### src/rtl/lsu_byte_sequencer_if.sv
// Request/response channel between the datapath (master) and the byte sequencer (slave).
interface lsu_byte_sequencer_if #(
  parameter int unsigned ADDR_W = 32
);
  localparam int unsigned DATA_W = 32;
  localparam int unsigned CTRL_W = 3;

  logic              req_valid;
  logic              req_ready;
  logic              req_we;
  logic [CTRL_W-1:0] req_ctrl;
  logic [ADDR_W-1:0] req_addr;
  logic [DATA_W-1:0] req_wdata;
  logic              rsp_valid;
  logic [DATA_W-1:0] rsp_rdata;
  logic              rsp_err;

  modport master (
    output req_valid,
    output req_we,
    output req_ctrl,
    output req_addr,
    output req_wdata,
    input  req_ready,
    input  rsp_valid,
    input  rsp_rdata,
    input  rsp_err
  );

  modport slave (
    input  req_valid,
    input  req_we,
    input  req_ctrl,
    input  req_addr,
    input  req_wdata,
    output req_ready,
    output rsp_valid,
    output rsp_rdata,
    output rsp_err
  );
endinterface

### src/rtl/lsu_byte_sequencer.sv
// Splits one load/store request into single-byte data_memory accesses, one byte per clock,
// and assembles loads with sign/zero extension. Every memory strobe is driven from a flop.
module lsu_byte_sequencer #(
  parameter int unsigned ADDR_W           = 32,
  parameter bit          ALLOW_MISALIGNED = 1'b1
) (
  input  logic                clk,
  input  logic                rst,
  lsu_byte_sequencer_if.slave bus,
  output logic                mem_we,
  output logic [2:0]          mem_ctrl,
  output logic [ADDR_W-1:0]   mem_addr,
  output logic [31:0]         mem_wdata,
  input  logic [31:0]         mem_rdata
);
  localparam int unsigned DATA_W = 32;
  localparam int unsigned BYTE_W = 8;
  localparam int unsigned CNT_W  = 2;
  localparam int unsigned CTRL_W = 3;

  localparam logic [CTRL_W-1:0] CTRL_B    = 3'b000;
  localparam logic [CTRL_W-1:0] CTRL_H    = 3'b001;
  localparam logic [CTRL_W-1:0] CTRL_W32  = 3'b010;
  localparam logic [CTRL_W-1:0] CTRL_BU   = 3'b100;
  localparam logic [CTRL_W-1:0] CTRL_HU   = 3'b101;
  localparam logic [CTRL_W-1:0] CTRL_BYTE = 3'b000;

  typedef enum logic [1:0] {
    IDLE   = 2'd0,
    ACCESS = 2'd1,
    RESP   = 2'd2
  } state_e;

  state_e              state_q;
  logic                ready_q;
  logic                we_q;
  logic [CTRL_W-1:0]   ctrl_q;
  logic [CNT_W-1:0]    k_q;
  logic [CNT_W-1:0]    last_k_q;
  logic [DATA_W-1:0]   wsh_q;
  logic [DATA_W-1:0]   rbuf_q;
  logic                mem_we_q;
  logic [ADDR_W-1:0]   mem_addr_q;
  logic [DATA_W-1:0]   mem_wdata_q;
  logic                rsp_valid_q;
  logic                rsp_err_q;
  logic [DATA_W-1:0]   rsp_rdata_q;

  logic                accept_c;
  logic                illegal_c;
  logic [CNT_W-1:0]    last_k_d;
  logic [DATA_W-1:0]   rbuf_d;
  logic [DATA_W-1:0]   rdata_d;
  logic                unused_mem_rdata;

  assign accept_c         = (state_q == IDLE) && ready_q && bus.req_valid;
  assign unused_mem_rdata = ^mem_rdata[DATA_W-1:BYTE_W];

  // Request decode: byte count and legality, consumed only by registers on accept.
  always_comb begin
    last_k_d  = '0;
    illegal_c = 1'b0;
    case (bus.req_ctrl)
      CTRL_B, CTRL_BU: last_k_d = CNT_W'(0);
      CTRL_H, CTRL_HU: begin
        last_k_d = CNT_W'(1);
        if (!ALLOW_MISALIGNED && bus.req_addr[0]) illegal_c = 1'b1;
      end
      CTRL_W32: begin
        last_k_d = CNT_W'(3);
        if (!ALLOW_MISALIGNED && (bus.req_addr[1:0] != 2'b00)) illegal_c = 1'b1;
      end
      default: illegal_c = 1'b1;
    endcase
    if (bus.req_we && bus.req_ctrl[2]) illegal_c = 1'b1;
  end

  // Read bytes shift in from the top, so after N bytes byte0 sits at bit 32-8N.
  always_comb begin
    rbuf_d  = {mem_rdata[BYTE_W-1:0], rbuf_q[DATA_W-1:BYTE_W]};
    rdata_d = '0;
    case (ctrl_q)
      CTRL_B:   rdata_d = {{24{rbuf_d[31]}}, rbuf_d[31:24]};
      CTRL_BU:  rdata_d = {24'h000000, rbuf_d[31:24]};
      CTRL_H:   rdata_d = {{16{rbuf_d[31]}}, rbuf_d[31:16]};
      CTRL_HU:  rdata_d = {16'h0000, rbuf_d[31:16]};
      CTRL_W32: rdata_d = rbuf_d;
      default:  rdata_d = '0;
    endcase
    if (we_q) rdata_d = '0;
  end

  // Sequencer FSM with registered outputs.
  always_ff @(posedge clk) begin
    if (rst) begin
      state_q     <= IDLE;
      ready_q     <= 1'b0;
      we_q        <= 1'b0;
      ctrl_q      <= '0;
      k_q         <= '0;
      last_k_q    <= '0;
      wsh_q       <= '0;
      rbuf_q      <= '0;
      mem_we_q    <= 1'b0;
      mem_addr_q  <= '0;
      mem_wdata_q <= '0;
      rsp_valid_q <= 1'b0;
      rsp_err_q   <= 1'b0;
      rsp_rdata_q <= '0;
    end else begin
      rsp_valid_q <= 1'b0;
      rsp_err_q   <= 1'b0;
      case (state_q)
        IDLE: begin
          ready_q <= 1'b1;
          if (accept_c) begin
            ready_q  <= 1'b0;
            we_q     <= bus.req_we;
            ctrl_q   <= bus.req_ctrl;
            k_q      <= '0;
            last_k_q <= last_k_d;
            rbuf_q   <= '0;
            if (illegal_c) begin
              state_q     <= RESP;
              rsp_valid_q <= 1'b1;
              rsp_err_q   <= 1'b1;
              rsp_rdata_q <= '0;
            end else begin
              state_q     <= ACCESS;
              mem_we_q    <= bus.req_we;
              mem_addr_q  <= bus.req_addr;
              mem_wdata_q <= {24'h000000, bus.req_wdata[BYTE_W-1:0]};
              wsh_q       <= {8'h00, bus.req_wdata[DATA_W-1:BYTE_W]};
            end
          end
        end
        ACCESS: begin
          rbuf_q <= rbuf_d;
          if (k_q == last_k_q) begin
            state_q     <= RESP;
            mem_we_q    <= 1'b0;
            rsp_valid_q <= 1'b1;
            rsp_rdata_q <= rdata_d;
          end else begin
            k_q         <= k_q + CNT_W'(1);
            mem_addr_q  <= mem_addr_q + ADDR_W'(1);
            mem_wdata_q <= {24'h000000, wsh_q[BYTE_W-1:0]};
            wsh_q       <= {8'h00, wsh_q[DATA_W-1:BYTE_W]};
          end
        end
        RESP: begin
          state_q <= IDLE;
          ready_q <= 1'b1;
        end
        default: begin
          state_q <= IDLE;
          ready_q <= 1'b0;
        end
      endcase
    end
  end

  assign bus.req_ready = ready_q;
  assign bus.rsp_valid = rsp_valid_q;
  assign bus.rsp_err   = rsp_err_q;
  assign bus.rsp_rdata = rsp_rdata_q;
  assign mem_we        = mem_we_q;
  assign mem_ctrl      = CTRL_BYTE;
  assign mem_addr      = mem_addr_q;
  assign mem_wdata     = mem_wdata_q;
endmodule

### src/flat_wrapper.sv
// flat-port wrapper written by rule: the top's interface ports become plain ports
module lsu_byte_sequencer_flat 
#(
  parameter int unsigned ADDR_W           = 32,
  parameter bit          ALLOW_MISALIGNED = 1'b1
)
  (clk, rst, mem_we, mem_ctrl, mem_addr, mem_wdata, mem_rdata, bus_req_valid, bus_req_we, bus_req_ctrl, bus_req_addr, bus_req_wdata, bus_req_ready, bus_rsp_valid, bus_rsp_rdata, bus_rsp_err);
  lsu_byte_sequencer_if #(.ADDR_W(ADDR_W)) bus_i ();
  input  logic clk;
  input  logic rst;
  output logic mem_we;
  output logic [2:0] mem_ctrl;
  output logic [ADDR_W-1:0] mem_addr;
  output logic [31:0] mem_wdata;
  input  logic [31:0] mem_rdata;
  input wire logic [$bits(bus_i.req_valid)-1:0] bus_req_valid;
  input wire logic [$bits(bus_i.req_we)-1:0] bus_req_we;
  input wire logic [$bits(bus_i.req_ctrl)-1:0] bus_req_ctrl;
  input wire logic [$bits(bus_i.req_addr)-1:0] bus_req_addr;
  input wire logic [$bits(bus_i.req_wdata)-1:0] bus_req_wdata;
  output wire logic [$bits(bus_i.req_ready)-1:0] bus_req_ready;
  output wire logic [$bits(bus_i.rsp_valid)-1:0] bus_rsp_valid;
  output wire logic [$bits(bus_i.rsp_rdata)-1:0] bus_rsp_rdata;
  output wire logic [$bits(bus_i.rsp_err)-1:0] bus_rsp_err;
  assign bus_i.req_valid = bus_req_valid;
  assign bus_i.req_we = bus_req_we;
  assign bus_i.req_ctrl = bus_req_ctrl;
  assign bus_i.req_addr = bus_req_addr;
  assign bus_i.req_wdata = bus_req_wdata;
  assign bus_req_ready = bus_i.req_ready;
  assign bus_rsp_valid = bus_i.rsp_valid;
  assign bus_rsp_rdata = bus_i.rsp_rdata;
  assign bus_rsp_err = bus_i.rsp_err;
  lsu_byte_sequencer #(.ADDR_W(ADDR_W), .ALLOW_MISALIGNED(ALLOW_MISALIGNED)) u_core (.clk(clk), .rst(rst), .bus(bus_i), .mem_we(mem_we), .mem_ctrl(mem_ctrl), .mem_addr(mem_addr), .mem_wdata(mem_wdata), .mem_rdata(mem_rdata));
endmodule
### config.mk
export PLATFORM = sky130hd
export DESIGN_NAME = lsu_byte_sequencer_flat
export DESIGN_NICKNAME = d
export VERILOG_FILES = /design/src/rtl/lsu_byte_sequencer_if.sv /design/src/rtl/lsu_byte_sequencer.sv /design/src/flat_wrapper.sv
export SDC_FILE = /design/constraint.sdc
export NUM_CORES = 1
export LEC_CHECK = 0
export BUFFER_PORTS_ARGS = -buffer_cell sky130_fd_sc_hd__buf_2
export CAP_MARGIN = 25
export CORE_AREA = 2 2 115 139
export CTS_CLUSTER_SIZE = 24
export DETAILED_ROUTE_END_ITERATION = 7
export DIE_AREA = 0 0 117 141
export MAX_ROUTING_LAYER = met4
export PLACE_DENSITY = 0.67
export SETUP_SLACK_MARGIN = 0.2
export SLEW_MARGIN = 20
export SYNTH_ARGS = -nofsm -noshare
export SYNTH_HDL_FRONTEND = slang
export SYNTH_SLANG_ARGS = --single-unit
### constraint.sdc
create_clock -name clk -period 2.9 [get_ports clk]
set_clock_uncertainty 0.1 [all_clocks]
set_input_delay 0.87 -clock clk [delete_from_list [all_inputs] [get_ports clk]]
set_output_delay 0.87 -clock clk [all_outputs]
set_load 0.03 [all_outputs]
==> results.toml <==
[timing]
slew_headroom_pct = 55.2
maxSlewViolCount = 0
fin_setup_tns_ps = 0
worst_slack_ps = 467
worst_slew_pin_slew_ps = 671
min_period_over_period_pct = 83.9
rsz0062_at_grt = "no"
fmax_mhz = 411
min_period_ps = 2430
hold_violations = 0
setup_viol = 0

[status]
status = "complete, no violations"

[place]
io_buffers = 154
dpl-instance-area_um2 = 7610
globalplace.congestion = 0.881
place_hpwl_mm = 13.4
dp_slack_ps = 239

[synth]
synthFlopType = "dfxtp_1"
ys_types = 60
avgSynthCellArea_um2 = 7.49
synth_top_area_share_pct = 40.1
synth_area_leader_cell = "dfxtp_1"
syn_inst = 892
synthAdderAreaFrac_pct = 0.187
synth_edf_count = 0
synth_xor_area_share_pct = 0.524
synthMuxAreaShare_pct = 0.300
ys_seq_area_share_pct = 40.1
async_flop_share_pct = 0
synth.area.top_cells = "dfxtp_1 40%, nand2_1 9.9%, a21oi_1 8.9%, nand3_1 5.5%, clkbuf_1 3.4%"
synth_compound_area_share_pct = 23.6
synth_area_um2 = 6680
yosys_warnings = 0
synth_top_family_by_area = "simple AND/OR/NAND/NOR gates"
synth_seq_cells = 134
yosys.area_share.simple_pct = 27.2

[layout]
num-nets-final = 1126
stdcell_area_um2 = 8200
post-route-util_pct = 53.5
diodes = 0
layout-drive-gt1-share_pct = 22.2
synthToLayoutAreaGrowth_pct = 22.7

[hold_path]
min_path_cells = 2
min_from = "u_core.bus.rsp_rdata[29]$_SDFFE_PP0P_"
whs_endpoint = "u_core.bus.rsp_rdata[29]$_SDFFE_PP0P_"
hp-class = "register to register"

[routing]
route.detailed.wl_per_inst_um = 15.5
vias = 6881
remaining_drc_errors = 0
first_pass_iters = 5
drtIter0Drc = 429
vias_per_cell = 5.54
antenna_left = 0
totalWireLength_mm = 19.2

[power_and_ir_drop]
power_frac_seq_pct = 41.9
switchingPower_w = 0.00124
p_int_w = 0.00345
leakage_nw = 3.24
powerDensity_nw_per_um2 = 572
power_frac_clock_pct = 45.7
netSwitchingFraction_pct = 26.5
combPwrFrac_pct = 12.4
peakVddDrop_mv = 0.349

[critical_path]
critPathKind = "register to register"
timing.rr.end = "u_core.mem_addr[22]$_SDFFE_PP0P_"
r2r_slack_ps = 470
endpoint_kind = "register"
cp.arrival_ps = 2670
required_ps = 3140
r2r_start = "u_core.mem_addr[0]$_SDFFE_PP0P_"
start_kind = "register"
cp_max_fo = 7
r2r_cells = 6

[grt]
grt_use_met1_pct = 30.6
antenna_found_initial = 0
gr-total-overflow = 0
grt_busiest_layer = "met2"
grt_pass1_vias = 6321
use_met2_pct = 37.1
grt_pass1_wl_mm = 30.9
grt_usage_pct = 24.0
gr-usage-met3_pct = 4.47
grt_max_degree = 50

[clock_network]
clk_pin_slew_ps = 60
cts_buffers = 17
cts_tree = "yes"
cts_resized = 0
cts_setup_buffers = 0
cts_sinks = 134
cts_buffer_depth = 2
cts-hold-fix-buffers = 0
worstSkewPairLatency_ps = 420
htreeDepth = 4
root_buffer = "clkbuf_16"

[floorplanning]
die_x_um = 117
row_count = 50
dieArea_um2 = 16500
initial_core_util_pct = 43.6
io_pins = 206
core_area_um2 = 15300
die_y_um = 141

[flow_run]
drv_cap = 0
critical path, cell delays in order, from the launching register on:
cell	delay, ps
dfxtp_1	460
ha_1	250
nand3_1	220
nor4_4	550
nand4_1	170
or4_1	420
a41oi_1	180
cells in the final DEF, fill, tap and decap left out, types with 3 or more instances in the layout:
| cell | count |
|---|---|
| nand2b_1 | 3 |
| a31oi_1 | 9 |
| buf_2 | 153 |
| nor2b_1 | 3 |
| clkbuf_16 | 17 |
| nor2_1 | 51 |
| a211oi_1 | 10 |
| inv_1 | 9 |
| buf_4 | 32 |
| or3_1 | 19 |
| and2_1 | 3 |
| nand4_1 | 12 |
| nand4b_1 | 3 |
| a311oi_1 | 26 |
| clkbuf_1 | 4 |
| nor3_1 | 9 |
| and3_1 | 8 |
| a22oi_1 | 8 |
| nand3_1 | 74 |
| dfxtp_1 | 134 |
| nor4_1 | 3 |
| a21oi_1 | 119 |
| o21ai_0 | 39 |
| conb_1 | 27 |
| a211o_1 | 3 |
| or2_2 | 3 |
| a21o_1 | 8 |
| a41oi_1 | 3 |
| o31ai_1 | 7 |
| clkbuf_8 | 4 |
| nand2_1 | 175 |
| a32o_1 | 6 |
cells in the mapped netlist, types with 3 or more instances:
master and instances:
nand2_1 176, dfxtp_1 134, a21oi_1 119, nand3_1 74
clkbuf_1 61, nor2_1 52, o21ai_0 39, buf_4 27
a311oi_1 26, or3_1 19, nand4_1 12, a211oi_1 10
buf_2 10, a31oi_1 9, inv_1 9, nor3_1 9
a21o_1 8, a22oi_1 8, and3_1 8, o31ai_1 7
a32o_1 6, nand2b_1 4, nor2b_1 4, a211o_1 3
a41oi_1 3, and2_1 3, buf_1 3, nand4b_1 3
nor4_1 3, or2_2 3
state kept, by name (all words and copies together) (netlist names):
register              cells
u_core.mem_wdata          8
u_core.bus.rsp_rdata     32
u_core.mem_addr          32
u_core.state_q            2
u_core.rbuf_q            24
u_core.bus.rsp_valid      1
u_core.bus.req_ready      1
u_core.bus.rsp_err        1
u_core.wsh_q             24
u_core.last_k_q           2
u_core.we_q               1
u_core.ctrl_q             3
u_core.k_q                2
u_core.mem_we             1
worst max path at each step:
stage | slack (ps) | endpoint | start
after floorplan | 440 | u_core.mem_addr[25]$_SDFFE_PP0P_ | bus_req_we
after global placement | 260 | u_core.bus.rsp_rdata[25]$_SDFFE_PP0P_ | bus_req_ctrl[0]
after detailed placement | 240 | u_core.bus.rsp_rdata[22]$_SDFFE_PP0P_ | bus_req_ctrl[2]
after CTS | 490 | u_core.mem_addr[22]$_SDFFE_PP0P_ | u_core.mem_addr[0]$_SDFFE_PP0P_
after global routing | 270 | u_core.mem_addr[22]$_SDFFE_PP0P_ | u_core.mem_addr[0]$_SDFFE_PP0P_
final | 470 | u_core.mem_addr[22]$_SDFFE_PP0P_ | u_core.mem_addr[0]$_SDFFE_PP0P_
metrics by stage:
step | hold WS, ps | std cells | total power, W
after global placement | 335 | 1211 | 0.00258
after CTS | 350 | 1243 | 0.00472
after global routing | 369 | 1243 | 0.00487
final | 344 | 1243 | 0.00469
after floorplan | 332 | 918 | 0.00240
after detailed placement | 342 | 1211 | 0.00258
cells by family (layout without fill, tap and decap cells):
family          after synthesis  count (layout)
compound gates              254             254
xor+xnor                      4               4
fa+ha+maj                     1               1
buf+inv                     111             228
flops                       134             134
mux                           2               2
other cells                   1              27
simple gates                385             385
cell type report:
type	instances	area, µm²
fillers	1534	7130
inverters	9	33.8
flip-flops and latches	134	2680
well taps	208	260
clock buffers	25	495
multi-input cells	673	3580
repair buffers	187	1050
clock inverters	7	93.8
layer usage:
metal  vias up  wire length, µm  part of all wire (%)
li1       3391                -                     -
met1      3181             8240                    43
met2       269             9270                    48
met3        40             1170                   6.1
met4         0              538                   2.8
met5         -                0                     0
power by group through the flow:
stage,logic [W],registers (W),clock network [W]
2_1_floorplan,0.000353,0.00205,0
3_3_place_gp,0.000573,0.00200,0
3_5_place_dp,0.000576,0.00200,0
4_1_cts,0.000578,0.00196,0.00218
5_1_grt,0.000634,0.00197,0.00227
6_report,0.000579,0.00197,0.00214
(Power assumes the default switching activity.)
